<file path="src/rtl/fetch_pkg.sv">
// Shared definitions for the instruction fetch queue and its storage FIFO.
// Latency: n/a (types and constants only).
// Backpressure: n/a.
//
// Contents: default instruction/PC widths, the canonical NOP encoding and
// the queue entry layout {instr, pc} at the default widths.
package fetch_pkg;

  localparam int XLEN_DEFAULT  = 32;
  localparam int PCLEN_DEFAULT = 10;

  // addi x0, x0, 0
  localparam logic [31:0] NOP_INSTR = 32'h0000_0013;

  // One queued fetch: the instruction word and the word address it came from.
  typedef struct packed {
    logic [XLEN_DEFAULT-1:0]  instr;
    logic [PCLEN_DEFAULT-1:0] pc;
  } fetch_entry_t;

endpackage

</file>
<file path="src/rtl/fetch_fifo.sv">
// Generic synchronous FIFO with flush; head is read straight from storage.
// Latency: a push is visible at dout on the cycle after it is written (no bypass).
// Backpressure: push is dropped when full without a same-cycle pop; pop is ignored when empty.
//
// Ports:
//   clk, reset    - rising-edge clock, asynchronous active-low reset
//   push, din     - write din at the tail
//   pop           - remove the head entry
//   flush         - empty the FIFO; overrides push and pop in the same cycle
//   dout          - head entry (stale data when count is 0)
//   count         - occupied entries, 0..DEPTH
module fetch_fifo
  import fetch_pkg::*;
#(
  parameter int WIDTH = $bits(fetch_entry_t),
  parameter int DEPTH = 4
) (
  input  logic                     clk,
  input  logic                     reset,
  input  logic                     push,
  input  logic                     pop,
  input  logic                     flush,
  input  logic [WIDTH-1:0]         din,
  output logic [WIDTH-1:0]         dout,
  output logic [$clog2(DEPTH):0]   count
);

  localparam int AW = $clog2(DEPTH);
  localparam int CW = AW + 1;

  logic [WIDTH-1:0] mem_q [DEPTH];
  logic [AW-1:0]    wr_q, wr_d;
  logic [AW-1:0]    rd_q, rd_d;
  logic [CW-1:0]    count_q, count_d;

  logic do_push;
  logic do_pop;
  logic is_full;
  logic is_empty;

  assign is_full  = (count_q == CW'(DEPTH));
  assign is_empty = (count_q == '0);

  // Pop first frees the head slot, so a push into a full FIFO is fine when
  // it coincides with a pop.
  assign do_pop  = pop  && !flush && !is_empty;
  assign do_push = push && !flush && (!is_full || do_pop);

  // DEPTH is a power of two, so the pointers wrap on their own.
  always_comb begin
    wr_d    = wr_q;
    rd_d    = rd_q;
    count_d = count_q;
    if (flush) begin
      wr_d    = '0;
      rd_d    = '0;
      count_d = '0;
    end else begin
      if (do_push) wr_d = wr_q + 1'b1;
      if (do_pop)  rd_d = rd_q + 1'b1;
      count_d = count_q + CW'(do_push) - CW'(do_pop);
    end
  end

  always_ff @(posedge clk or negedge reset) begin
    if (!reset) begin
      wr_q    <= '0;
      rd_q    <= '0;
      count_q <= '0;
    end else begin
      wr_q    <= wr_d;
      rd_q    <= rd_d;
      count_q <= count_d;
    end
  end

  // Storage is cleared on reset so the head reads as zero out of reset.
  always_ff @(posedge clk or negedge reset) begin
    if (!reset) begin
      for (int i = 0; i < DEPTH; i++) mem_q[i] <= '0;
    end else if (do_push) begin
      mem_q[wr_q] <= din;
    end
  end

  assign dout  = mem_q[rd_q];
  assign count = count_q;

endmodule

</file>
<file path="src/rtl/fetch_queue.sv">
// Instruction fetch queue: runs word fetches ahead of decode into a DEPTH-entry queue.
// Latency: request in cycle N, memory data in N+1, visible to decode in N+2.
// Backpressure: valid/ready toward decode; fetch stalls once queued plus in-flight reaches DEPTH.
//
// Ports:
//   clk, reset                  - rising-edge clock, asynchronous active-low reset
//   redirect, redirect_pc       - taken branch: flush everything, restart at redirect_pc
//   imem_req, imem_addr         - word fetch request to instruction memory
//   imem_rdata                  - instruction word, valid one cycle after imem_req
//   out_valid, out_ready        - head handshake with the decoder
//   out_instr, out_pc           - head instruction and its word address
//   count                       - occupied queue entries
module fetch_queue
  import fetch_pkg::*;
#(
  parameter int                 XLEN     = XLEN_DEFAULT,
  parameter int                 PCLEN    = PCLEN_DEFAULT,
  parameter int                 DEPTH    = 4,
  parameter logic [PCLEN-1:0]   RESET_PC = '0
) (
  input  logic                    clk,
  input  logic                    reset,
  input  logic                    redirect,
  input  logic [PCLEN-1:0]        redirect_pc,
  output logic                    imem_req,
  output logic [PCLEN-1:0]        imem_addr,
  input  logic [XLEN-1:0]         imem_rdata,
  output logic                    out_valid,
  input  logic                    out_ready,
  output logic [XLEN-1:0]         out_instr,
  output logic [PCLEN-1:0]        out_pc,
  output logic [$clog2(DEPTH):0]  count
);

  localparam int CW = $clog2(DEPTH) + 1;

  // Same layout as fetch_entry_t, sized by this instance's parameters.
  typedef struct packed {
    logic [XLEN-1:0]  instr;
    logic [PCLEN-1:0] pc;
  } entry_t;

  logic [PCLEN-1:0] fetch_pc_q, fetch_pc_d;
  logic             inflight_q, inflight_d;
  logic [PCLEN-1:0] inflight_pc_q, inflight_pc_d;

  logic [CW-1:0]    fifo_count;
  entry_t           fifo_din;
  entry_t           fifo_dout;
  logic             push;
  logic             pop;
  logic             issue;
  logic [CW:0]      occupancy;

  assign out_valid = (fifo_count != '0);

  // A redirect cycle never pops: the whole queue is being thrown away.
  assign pop = out_valid && out_ready && !redirect;

  // Capacity is reserved at issue time, counting the outstanding response and
  // crediting a slot that a same-cycle pop frees. This is what keeps the
  // queue from ever overflowing without a full check on push.
  assign occupancy = {1'b0, fifo_count} + (CW+1)'(inflight_q) - (CW+1)'(pop);
  assign issue     = !redirect && (occupancy < (CW+1)'(DEPTH));

  assign imem_req  = reset && issue;
  assign imem_addr = fetch_pc_q;

  // The response of last cycle's request is enqueued unless a redirect
  // arrives together with it.
  assign push           = inflight_q && !redirect;
  assign fifo_din.instr = imem_rdata;
  assign fifo_din.pc    = inflight_pc_q;

  always_comb begin
    fetch_pc_d    = fetch_pc_q;
    inflight_d    = issue;
    inflight_pc_d = inflight_pc_q;
    if (redirect) begin
      fetch_pc_d = redirect_pc;
    end else if (issue) begin
      // Word address wraps modulo 2^PCLEN.
      fetch_pc_d    = fetch_pc_q + 1'b1;
      inflight_pc_d = fetch_pc_q;
    end
  end

  always_ff @(posedge clk or negedge reset) begin
    if (!reset) begin
      fetch_pc_q    <= RESET_PC;
      inflight_q    <= 1'b0;
      inflight_pc_q <= '0;
    end else begin
      fetch_pc_q    <= fetch_pc_d;
      inflight_q    <= inflight_d;
      inflight_pc_q <= inflight_pc_d;
    end
  end

  fetch_fifo #(
    .WIDTH ($bits(entry_t)),
    .DEPTH (DEPTH)
  ) u_fifo (
    .clk   (clk),
    .reset (reset),
    .push  (push),
    .pop   (pop),
    .flush (redirect),
    .din   (fifo_din),
    .dout  (fifo_dout),
    .count (fifo_count)
  );

  assign out_instr = fifo_dout.instr;
  assign out_pc    = fifo_dout.pc;
  assign count     = fifo_count;

endmodule

</file>
<file path="config.mk">
export PLATFORM = sky130hd
export DESIGN_NAME = fetch_queue
export DESIGN_NICKNAME = d
export VERILOG_FILES = /design/src/rtl/fetch_pkg.sv /design/src/rtl/fetch_fifo.sv /design/src/rtl/fetch_queue.sv
export SDC_FILE = /design/constraint.sdc
export NUM_CORES = 1
export LEC_CHECK = 0
export CAP_MARGIN = 10
export CORE_MARGIN = 3
export CORE_UTILIZATION = 30
export CTS_BUF_LIST = sky130_fd_sc_hd__clkbuf_8
export CTS_CLUSTER_SIZE = 40
export DETAILED_ROUTE_END_ITERATION = 7
export GPL_ROUTABILITY_DRIVEN = 0
export PLACE_DENSITY = 0.53
export SYNTH_ARGS = -nofsm -noshare
export SYNTH_HDL_FRONTEND = slang
export SYNTH_SLANG_ARGS = --single-unit
</file>
<file path="constraint.sdc">
create_clock -name clk -period 4.8 [get_ports clk]
set_input_delay 0.72 -clock clk [delete_from_list [all_inputs] [get_ports clk]]
set_output_delay 0.72 -clock clk [all_outputs]
set_load 0.005 [all_outputs]
</file>
Word-level counts from Yosys, hierarchy flattened

Cells that the tools add are included.

Muxes and demuxes: 13
Bitwise logic cells: 3
Order comparisons: 4
Eq/ne operators: 1
Reductions and logical operators: 20
$add $sub $neg: 7

Operator list:

| kind                                                                  | count |
|---|---|
| 168-bit bitwise mux                                                   | 1 |
| 42-bit two-way mux                                                    | 3 |
| 42-bit binary-select mux with 2-bit select                            | 1 |
| 42-bit demux with 2-bit select                                        | 1 |
| 10-bit two-way mux                                                    | 2 |
| 10-bit by 1-bit adder with 10-bit output (second input constant)      | 1 |
| 1-bit logical AND                                                     | 10 |
| 2-bit two-way mux                                                     | 4 |
| 3-bit >= comparator (second input constant)                           | 2 |
| 2-bit inverter with 3-bit output                                      | 2 |
| 2-bit nonzero test                                                    | 3 |
| 2-bit by 1-bit adder with 2-bit output (second input constant)        | 2 |
| 3-bit by 1-bit adder with 4-bit output                                | 1 |
| 4-bit by 3-bit < comparator with 1-bit output (second input constant) | 1 |
| 4-bit by 1-bit subtractor with 4-bit output                           | 1 |
| 3-bit by 1-bit adder with 3-bit output                                | 1 |
| 3-bit equality test (second input constant)                           | 1 |
| 1-bit logical NOT                                                     | 3 |
| 3-bit logical NOT                                                     | 1 |
| 3-bit by 1-bit < comparator with 1-bit output (second input constant) | 1 |
| 3-bit two-way mux                                                     | 1 |
| 3-bit nonzero test                                                    | 1 |
| 3-bit by 1-bit subtractor with 3-bit output                           | 1 |
| 2-bit AND reduction                                                   | 1 |
| 2 further kinds                                                       | 2 |

Logic and storage cells: 58
Flip-flop bits (word level): 196

Depth between registers and ports, before layout

Gate-level depths: netlist of run 1.

Depth in word-level cells: 10
Gate-level depth with buffers: 14
Mapped depth without buffers: 10

Hierarchy

Synthesis of run 1 repeated with hierarchy kept, for this count alone.

Cell total of the unflattened synthesis: 580
Area total of the unflattened synthesis: 9605.5 um2

Modules (own cells, without submodules):

| module      | times used | area an instance (um2) | cells each | seq. area each (um2) |
|---|---|---|---|---|
| fetch_fifo  | 1          | 8304.2                 | 452        | 4379.2 |
| fetch_queue | 1          | 1301.2                 | 128        | 525.5 |

Least setup slack after synthesis of run 1

OpenSTA, ideal clock, no wires.

Path kind: input-to-output
Start point: input redirect
End point: output imem_req
Stages: 14
Buffers on the path: 6
Data arrival time: 3.408 ns
Setup slack: 0.672 ns
Cells stage by stage: buf_2 > clkbuf_1 > buf_1 > nor2_1 > ha_1 > inv_1 > ha_1 > and3b_1 > buf_6 > or4_4 > buf_6 > a31oi_4 > buf_6 > and2_2

Word-level cells in the longest chain between the ends: 6

RTL lines:

| item                                          | RTL line                             | source |
|---|---|---|
| from (decl)                                   | fetch_queue.sv:23                    | `input logic redirect,` |
| 1-bit logical NOT (*)                         | fetch_queue.sv:58, fetch_queue.sv:64 |  |
| 1-bit logical AND                             | fetch_queue.sv:58                    | `assign pop = out_valid && out_ready && !redirect;` |
| 4-bit by 1-bit subtractor with 4-bit output   | fetch_queue.sv:63                    | `assign occupancy = {1'b0, fifo_count} + (CW+1)'(inflight_q) - (CW+1)'(pop);` |
| 4-bit by 3-bit < comparator with 1-bit output | fetch_queue.sv:64                    | `assign issue = !redirect && (occupancy < (CW+1)'(DEPTH));` |
| 1-bit logical AND (*)                         | fetch_queue.sv:64                    |  |
| named net inflight_d                          | fetch_queue.sv:44                    | `logic inflight_q, inflight_d;` |
| 1-bit logical AND (*)                         | fetch_queue.sv:66                    | `assign imem_req = reset && issue;` |
| to (decl)                                     | fetch_queue.sv:25                    | `output logic imem_req,` |

The timed path passes the listed nets; every way through them passes the cells marked *.

Final worst setup path of run 1

Start point: register u_fifo.count_q[2] (netlist: u_fifo.count[2])
End point: output imem_req

Word-level cells in the longest chain between the ends: 7
Elaborated cells on any way between the ends: 8
Those cells by class: add/sub: 2; order compare: 1; reduce/logical: 5

RTL lines:

| item                                                                           | RTL line          | source |
|---|---|---|
| from (decl)                                                                    | fetch_fifo.sv:34  | `logic [CW-1:0] count_q, count_d;` |
| from (signal assigned)                                                         | fetch_fifo.sv:73  | `count_q <= count_d;` |
| branches (longest 3 deep; another with 3-bit by 1-bit adder with 4-bit output) | --                |  |
| 4-bit by 1-bit subtractor with 4-bit output (*)                                | fetch_queue.sv:63 |  |
| 4-bit by 3-bit < comparator with 1-bit output (*)                              | fetch_queue.sv:64 |  |
| 1-bit logical AND (*)                                                          | fetch_queue.sv:64 |  |
| 1-bit logical AND (*)                                                          | fetch_queue.sv:66 |  |

Every way passes the cells marked *.

==> results of run 1 <==
## layout make-up
type                       instances  area (um2)  area share, %
tap                              384         480           4.49
sequential                       196        4910           45.9
multi-input combinational        334        3780           35.3
clock inverter                    14         115           1.08
inverter                          11        41.3          0.386
clock buffer                      18         248           2.31
timing repair buffer             114        1130           10.5
## per-stage QoR
| stage | total power [mW] | instance area, um2 | hold slack (ns) |
|---|---|---|---|
| 2_1_floorplan | 4.39 | 8950 | 0.424 |
| 3_3_place_gp | 5.49 | 10300 | 0.468 |
| 3_5_place_dp | 5.64 | 10300 | 0.481 |
| 4_1_cts | 6.68 | 10700 | 0.215 |
| 5_1_grt | 7.03 | 10700 | 0.202 |
| 6_report | 6.54 | 10700 | 0.223 |
## cell usage after synthesis (all sizes together) (4+ instances only)
| cell | n | share of area, % |
|---|---|---|
| mux2 | 178 | 23 |
| a22oi | 4 | 0.34 |
| a31oi | 5 | 0.52 |
| nor3 | 4 | 0.22 |
| ha | 10 | 1.4 |
| mux4 | 42 | 11 |
| nor2 | 15 | 0.63 |
| inv | 11 | 0.46 |
| clkbuf | 7 | 0.29 |
| o31ai | 5 | 0.42 |
| nor2b | 6 | 0.42 |
| a21oi | 4 | 0.22 |
| buf | 28 | 2.2 |
| nand2 | 14 | 0.70 |
| nand3 | 6 | 0.34 |
| dfrtp | 196 | 55 |
## layer usage
layer / vias to the layer above / wire [um]
li1: 2346 / -
met1: 2799 / 9250
met2: 105 / 9930
met3: 16 / 752
met4: 2 / 205
met5: - / 13
## where the power goes
group / internal (mW) / leakage, nW / switching (mW) / total [mW]
Sequential: 2.35 / 2.48 / 0.572 / 2.92
Clock: 0.389 / 0.189 / 0.612 / 1.00
Combinational: 1.75 / 1.95 / 0.873 / 2.62
## critical path: stages (launching register included)
cell	delay [ns]
sky130_fd_sc_hd__dfrtp_1	0.48
sky130_fd_sc_hd__or3_1	0.45
sky130_fd_sc_hd__nand2_1	0.14
sky130_fd_sc_hd__nor2_1	0.06
sky130_fd_sc_hd__ha_1	0.17
sky130_fd_sc_hd__inv_1	0.05
sky130_fd_sc_hd__ha_1	0.21
sky130_fd_sc_hd__and3b_1	0.24
sky130_fd_sc_hd__or4b_1	0.66
sky130_fd_sc_hd__a31oi_4	0.22
sky130_fd_sc_hd__and2_2	0.16
sky130_fd_sc_hd__clkdlybuf4s50_1	0.49
## cell families after synthesis
family                   Yosys count  share of synthesized area [%]
multiplexers                     221                           33.4
AND/OR/NAND/NOR                   66                           4.08
XOR/XNOR                           3                          0.294
adder cells (fa/ha/maj)           11                           1.62
AO/OA/AOI/OAI                     33                           2.88
buffers and inverters             46                           2.95
flip-flops                       196                           54.8
## how the worst min path moves through the flow
| stage | from | to |
|---|---|---|
| floorplan | reset | imem_addr[0] |
| global placement | u_fifo.mem_q[27] | u_fifo.mem_q[27] |
| detailed placement | u_fifo.mem_q[42] | u_fifo.mem_q[42] |
| CTS | reset | imem_addr[5] |
| global route | reset | imem_addr[7] |
| finish | reset | imem_addr[7] |
## flip-flops by register name, summed over array words and instances, names as in the netlist
signal	flops
u_fifo.mem_q	168
inflight_pc_q	10
u_fifo.count	3
u_fifo.wr_q	2
u_fifo.rd_q	2
inflight_q	1
imem_addr	10
==> results_dict.tcl, run 1 <==
set metrics [dict create \
    outcome "finished clean" \
    final_core_util_pct 36.8 \
    synth.ff_latch_count 196 \
    pre_cts_slack_ns 0.429 \
    clock_sink_count 196 \
    ant_nets 0 \
    floorplan.initialDensity_pct 30.8 \
    synthFlopType "sky130_fd_sc_hd__dfrtp_1" \
    synth.cell_area_mm2 0.00895 \
    hpwlAfterDp_um 13000 \
    drtPass1Iterations 4 \
    share_of_cells_above_drive_strength_1_pct 38.4 \
    timing.final.ws_setup_ns 0.293 \
    critical_path_arrival_ns 3.79 \
    standard_cell_core_area_mm2 0.0291 \
    cts_setup_buffers 0 \
    timing.critical_path.to "imem_req" \
    worst_setup_hold_path_clk_slew_ns 0.11 \
    finalHoldViolations 0 \
    io_pins 103 \
    largest_fanout_of_any_net_on_the_critical_path 8 \
    normalized_max_slew_margin_pct 32.9 \
    wl_per_cell_um 18.8 \
    grt_setup_unrepaired "false" \
    synth.avg_cell_area_um2 15.5 \
    power-per-cell-area_mw_per_mm2 611 \
    die_width_um 179 \
    timing.rr.end "inflight_pc_q[0]" \
    synth-edff-count 0 \
    met2_usage_pct 22.0 \
    fp.dieH_um 179 \
    overall_die_area_mm2 0.0319 \
    clock_tree.buffer_depth 2 \
    cp.required_ns 4.08 \
    ff2ff_path_depth 11 \
    finalCriticalPeriod_ns 4.51 \
    grt_max_degree 77 \
    setup.worst_path.class "reg -> out" \
    total_congestion_overflow 0 \
    globalRoute.busiestLayer "met2" \
    ys_types 48 \
    start_kind "flop" \
    num_antenna_cells 0 \
    first_iter_violations 282 \
    cts-hold-fix-buffers 0 \
    final_cell_mix "sky130_fd_sc_hd__dfrtp_1, sky130_fd_sc_hd__mux2_2, sky130_fd_sc_hd__clkdlybuf4s50_1" \
    hold_path.class "in -> async" \
    p_leak_nw 4.63 \
    slew_viol_final 0 \
    cts_resized 0 \
    synthesis.nets 633 \
    maxCapViolCount 0 \
    grt_antenna_before_repair 1 \
    route.final.wire_length_um 20200 \
    grt_util_met3_pct 3.24 \
    cts_htree_levels 4 \
    vdd_ir_drop_max_uv 436 \
    max_clock_freq_mhz 222 \
    mostFrequentLayoutCell "sky130_fd_sc_hd__dfrtp_1" \
    cts.root.buffer_cell "sky130_fd_sc_hd__clkbuf_8" \
    regToRegStartpoint "u_fifo.count[2]" \
    endpoint_kind "primary output" \
    async_reset_ff_share_pct 100 \
    clock_latency_late_sink_ns 0.46 \
    rrSetupSlack_ns 1.41 \
    setup-violations-final 0 \
    viasPerCell 4.92 \
    final-instance-count-excl-fill 1071 \
    setup.worst_path.start "u_fifo.count[2]" \
    tightestPinTransition_ns 1.01 \
    period_share_pct 93.9 \
    yosysWarnings 0 \
    cts_tree "built" \
    global_route_wire_length_before_repair_um 32400 \
    area_growth_pct 19.6 \
    finClkSkew_ns 0.0162 \
    fill_cells 2785 \
    nets 731 \
    remaining_drc_errors 0 \
    rows 62 \
    tns_ns 0 \
    cts_buffer_count 17 \
    dr_total_vias 5268 \
    place.detailed.instances 1039 \
    post_synth_inst_count 576 \
    grt_usage_pct 13.2 \
    sequential_share_of_the_synthesized_area_pct 54.8 \
    groute.layer.met1.usage_pct 17.4 \
    portBuffers 102 \
    vias_in_the_first_global_route 5919 \
]
Note: power is estimated with default switching activity, not from simulation.
==> run 2, diff against run 1 <==
--- a/config.mk
+++ b/config.mk
@@ -12,7 +12,6 @@
 export CTS_CLUSTER_SIZE = 40
 export DETAILED_ROUTE_END_ITERATION = 7
 export GPL_ROUTABILITY_DRIVEN = 0
-export PLACE_DENSITY = 0.53
 export SYNTH_ARGS = -nofsm -noshare
 export SYNTH_HDL_FRONTEND = slang
 export SYNTH_SLANG_ARGS = --single-unit
==> run 2 against run 1 <==
  * Non-clock buffer count is 3 higher
  * Cell area is 0.78% higher
  * Wire length is 5.3% lower
  * Via count is 1.3% lower
  * Highest routed layer is now met4
  * First-iteration DRC count is 21% lower
==> results_dict.tcl, run 2 (synthesized netlist as in run 1, its figures left out) <==
set metrics [dict create \
    multi_input_comb_area_mm2 0.00378 \
    total_congestion_overflow 0 \
    grt_setup_unrepaired "false" \
    nets 734 \
    area_growth_pct 20.5 \
    vias_in_the_first_global_route 5642 \
    flip_flop_count_of_the_largest_register_after_layout 168 \
    power-per-cell-area_mw_per_mm2 609 \
    fill_cells 2814 \
    hpwlAfterDp_um 12100 \
    mostFrequentLayoutCell "sky130_fd_sc_hd__dfrtp_1" \
    critPathMaxStageDelay_ns 0.57 \
    crit_family "simple AND/OR/NAND/NOR gates" \
    drtPass1Iterations 4 \
    maxCapViolCount 0 \
    largest_fanout_of_any_net_on_the_critical_path 8 \
    grt_antenna_before_repair 0 \
    first_iter_violations 224 \
    setup.worst_path.class "reg -> out" \
    die_width_um 179 \
    grt_usage_pct 12.8 \
    io_pins 103 \
    dr_total_vias 5201 \
    ant_nets 0 \
    outcome "finished clean" \
    fp.dieH_um 179 \
    max_clock_freq_mhz 226 \
    viasPerCell 4.84 \
    floorplan.initialDensity_pct 30.8 \
    critical_path_arrival_ns 3.71 \
    postPlaceCellArea_mm2 0.0104 \
    endpoint_kind "primary output" \
    tns_ns 0 \
    worst_path_max_delay_cell "sky130_fd_sc_hd__or4_4" \
    remaining_drc_errors 0 \
    cts_resized 0 \
    hold_path.class "in -> async" \
    critPathBufInv 2 \
    period_share_pct 92.2 \
    finalCriticalPeriod_ns 4.43 \
    cts-hold-fix-buffers 0 \
    wl_per_cell_um 17.8 \
    place.detailed.instances 1042 \
    cts.root.buffer_cell "sky130_fd_sc_hd__clkbuf_8" \
    crit_path_cells "or3_1 -> nand2_1 -> nor2_1 -> ha_1 -> inv_1 -> ha_1 -> and3b_1 -> or4_4 -> a31oi_4 -> and2_2 -> clkdlybuf4s50_1" \
    rows 62 \
    setup-violations-final 0 \
    clock_tree.buffer_depth 2 \
    slew_viol_final 0 \
    finalHoldViolations 0 \
    finClkSkew_ns 0.0213 \
    regMostFlops "u_fifo.mem_q" \
    cp.required_ns 4.08 \
    final_cell_mix "sky130_fd_sc_hd__dfrtp_1, sky130_fd_sc_hd__mux2_2, sky130_fd_sc_hd__clkdlybuf4s50_1" \
    tightestPinTransition_ns 0.955 \
    vdd_ir_drop_max_uv 227 \
    normalized_max_slew_margin_pct 36.3 \
    overall_die_area_mm2 0.0319 \
    grt_max_degree 66 \
    worst_setup_hold_path_clk_slew_ns 0.11 \
    fin_area_mm2 0.0108 \
    p_leak_nw 4.67 \
    register_area_mm2 0.00491 \
    num_antenna_cells 0 \
    clock_sink_count 196 \
    cts_htree_levels 4 \
    portBuffers 102 \
    cts_buffer_count 17 \
    final-instance-count-excl-fill 1074 \
    worst_path_most_repeated_cell "sky130_fd_sc_hd__ha_1" \
    global_route_wire_length_before_repair_um 31500 \
    standard_cell_core_area_mm2 0.0291 \
    cts_setup_buffers 0 \
    clock_latency_late_sink_ns 0.46 \
    route.final.wire_length_um 19100 \
    cts_tree "built" \
    final_core_util_pct 37.1 \
    share_of_cells_above_drive_strength_1_pct 38.7 \
    start_kind "flop" \
]
## run 2: cell types whose count changed in the layout (fill, tap and decap cells not counted), sizes merged
cell	delta
buf	+3
bufinv	+1
clkbuf	-1
## run 2: where the power goes
group	total [mW]	leakage [nW]	switching [mW]	internal (mW)
clock	1.08	0.202	0.642	0.437
sequential	2.90	2.48	0.557	2.34
combinational	2.59	1.98	0.834	1.76
## run 2: routing by layer
metal | share of wire [%] | track usage (%) | wire, um | vias up
met3 | 4.0 | 2.54 | 770 | 13
met4 | 1.3 | 4.03 | 249 | 0
met1 | 48 | 17.9 | 9110 | 2731
met2 | 47 | 20.0 | 8960 | 105
met5 | 0 | 0 | 0 | -
li1 | - | - | - | 2352
## run 2: path summary, 6_finish.rpt
check | start | end | slack [ns] | cells past startpoint
worst max-delay path | u_fifo.count[2] | imem_req | 0.37 | 11
worst min-delay path | reset | u_fifo.mem_q[152] | 0.25 | 1
worst min register to register | u_fifo.mem_q[83] | u_fifo.mem_q[83] | 0.50 | 1
max in group asynchronous | reset | u_fifo.mem_q[14] | 3.49 | 2
min in group clk | u_fifo.mem_q[83] | u_fifo.mem_q[83] | 0.50 | 1
worst max register to register | u_fifo.count[2] | inflight_pc_q[0] | 1.52 | 11
## run 2: layout make-up
cell class / instances / area share, %
Timing Repair Buffer: 117 / 10.9
Inverter: 11 / 0.383
Clock buffer: 17 / 2.17
Multi-Input combinational cell: 334 / 35.1
Clock inverter: 15 / 1.53
Sequential cell: 196 / 45.5
Tap cell: 384 / 4.45
## run 2: stage by stage
stage / hold slack [ns] / total power, mW / setup slack, ns
floorplan: 0.424 / 4.39 / 0.672
global placement: 0.473 / 5.54 / 0.504
detailed placement: 0.478 / 5.59 / 0.486
CTS: 0.233 / 6.69 / 0.295
global route: 0.250 / 7.08 / 0.137
finish: 0.254 / 6.57 / 0.373
==> run 3, diff against run 2 <==
--- a/config.mk
+++ b/config.mk
@@ -5,10 +5,11 @@
 export SDC_FILE = /design/constraint.sdc
 export NUM_CORES = 1
 export LEC_CHECK = 0
-export CAP_MARGIN = 10
+export CAP_MARGIN = 20
 export CORE_MARGIN = 3
 export CORE_UTILIZATION = 30
 export CTS_BUF_LIST = sky130_fd_sc_hd__clkbuf_8
+export CTS_CLUSTER_DIAMETER = 150
 export CTS_CLUSTER_SIZE = 40
 export DETAILED_ROUTE_END_ITERATION = 7
 export GPL_ROUTABILITY_DRIVEN = 0
==> results of run 3 <==
The final DEF is identical to that of run 2; final timing and power are the same.
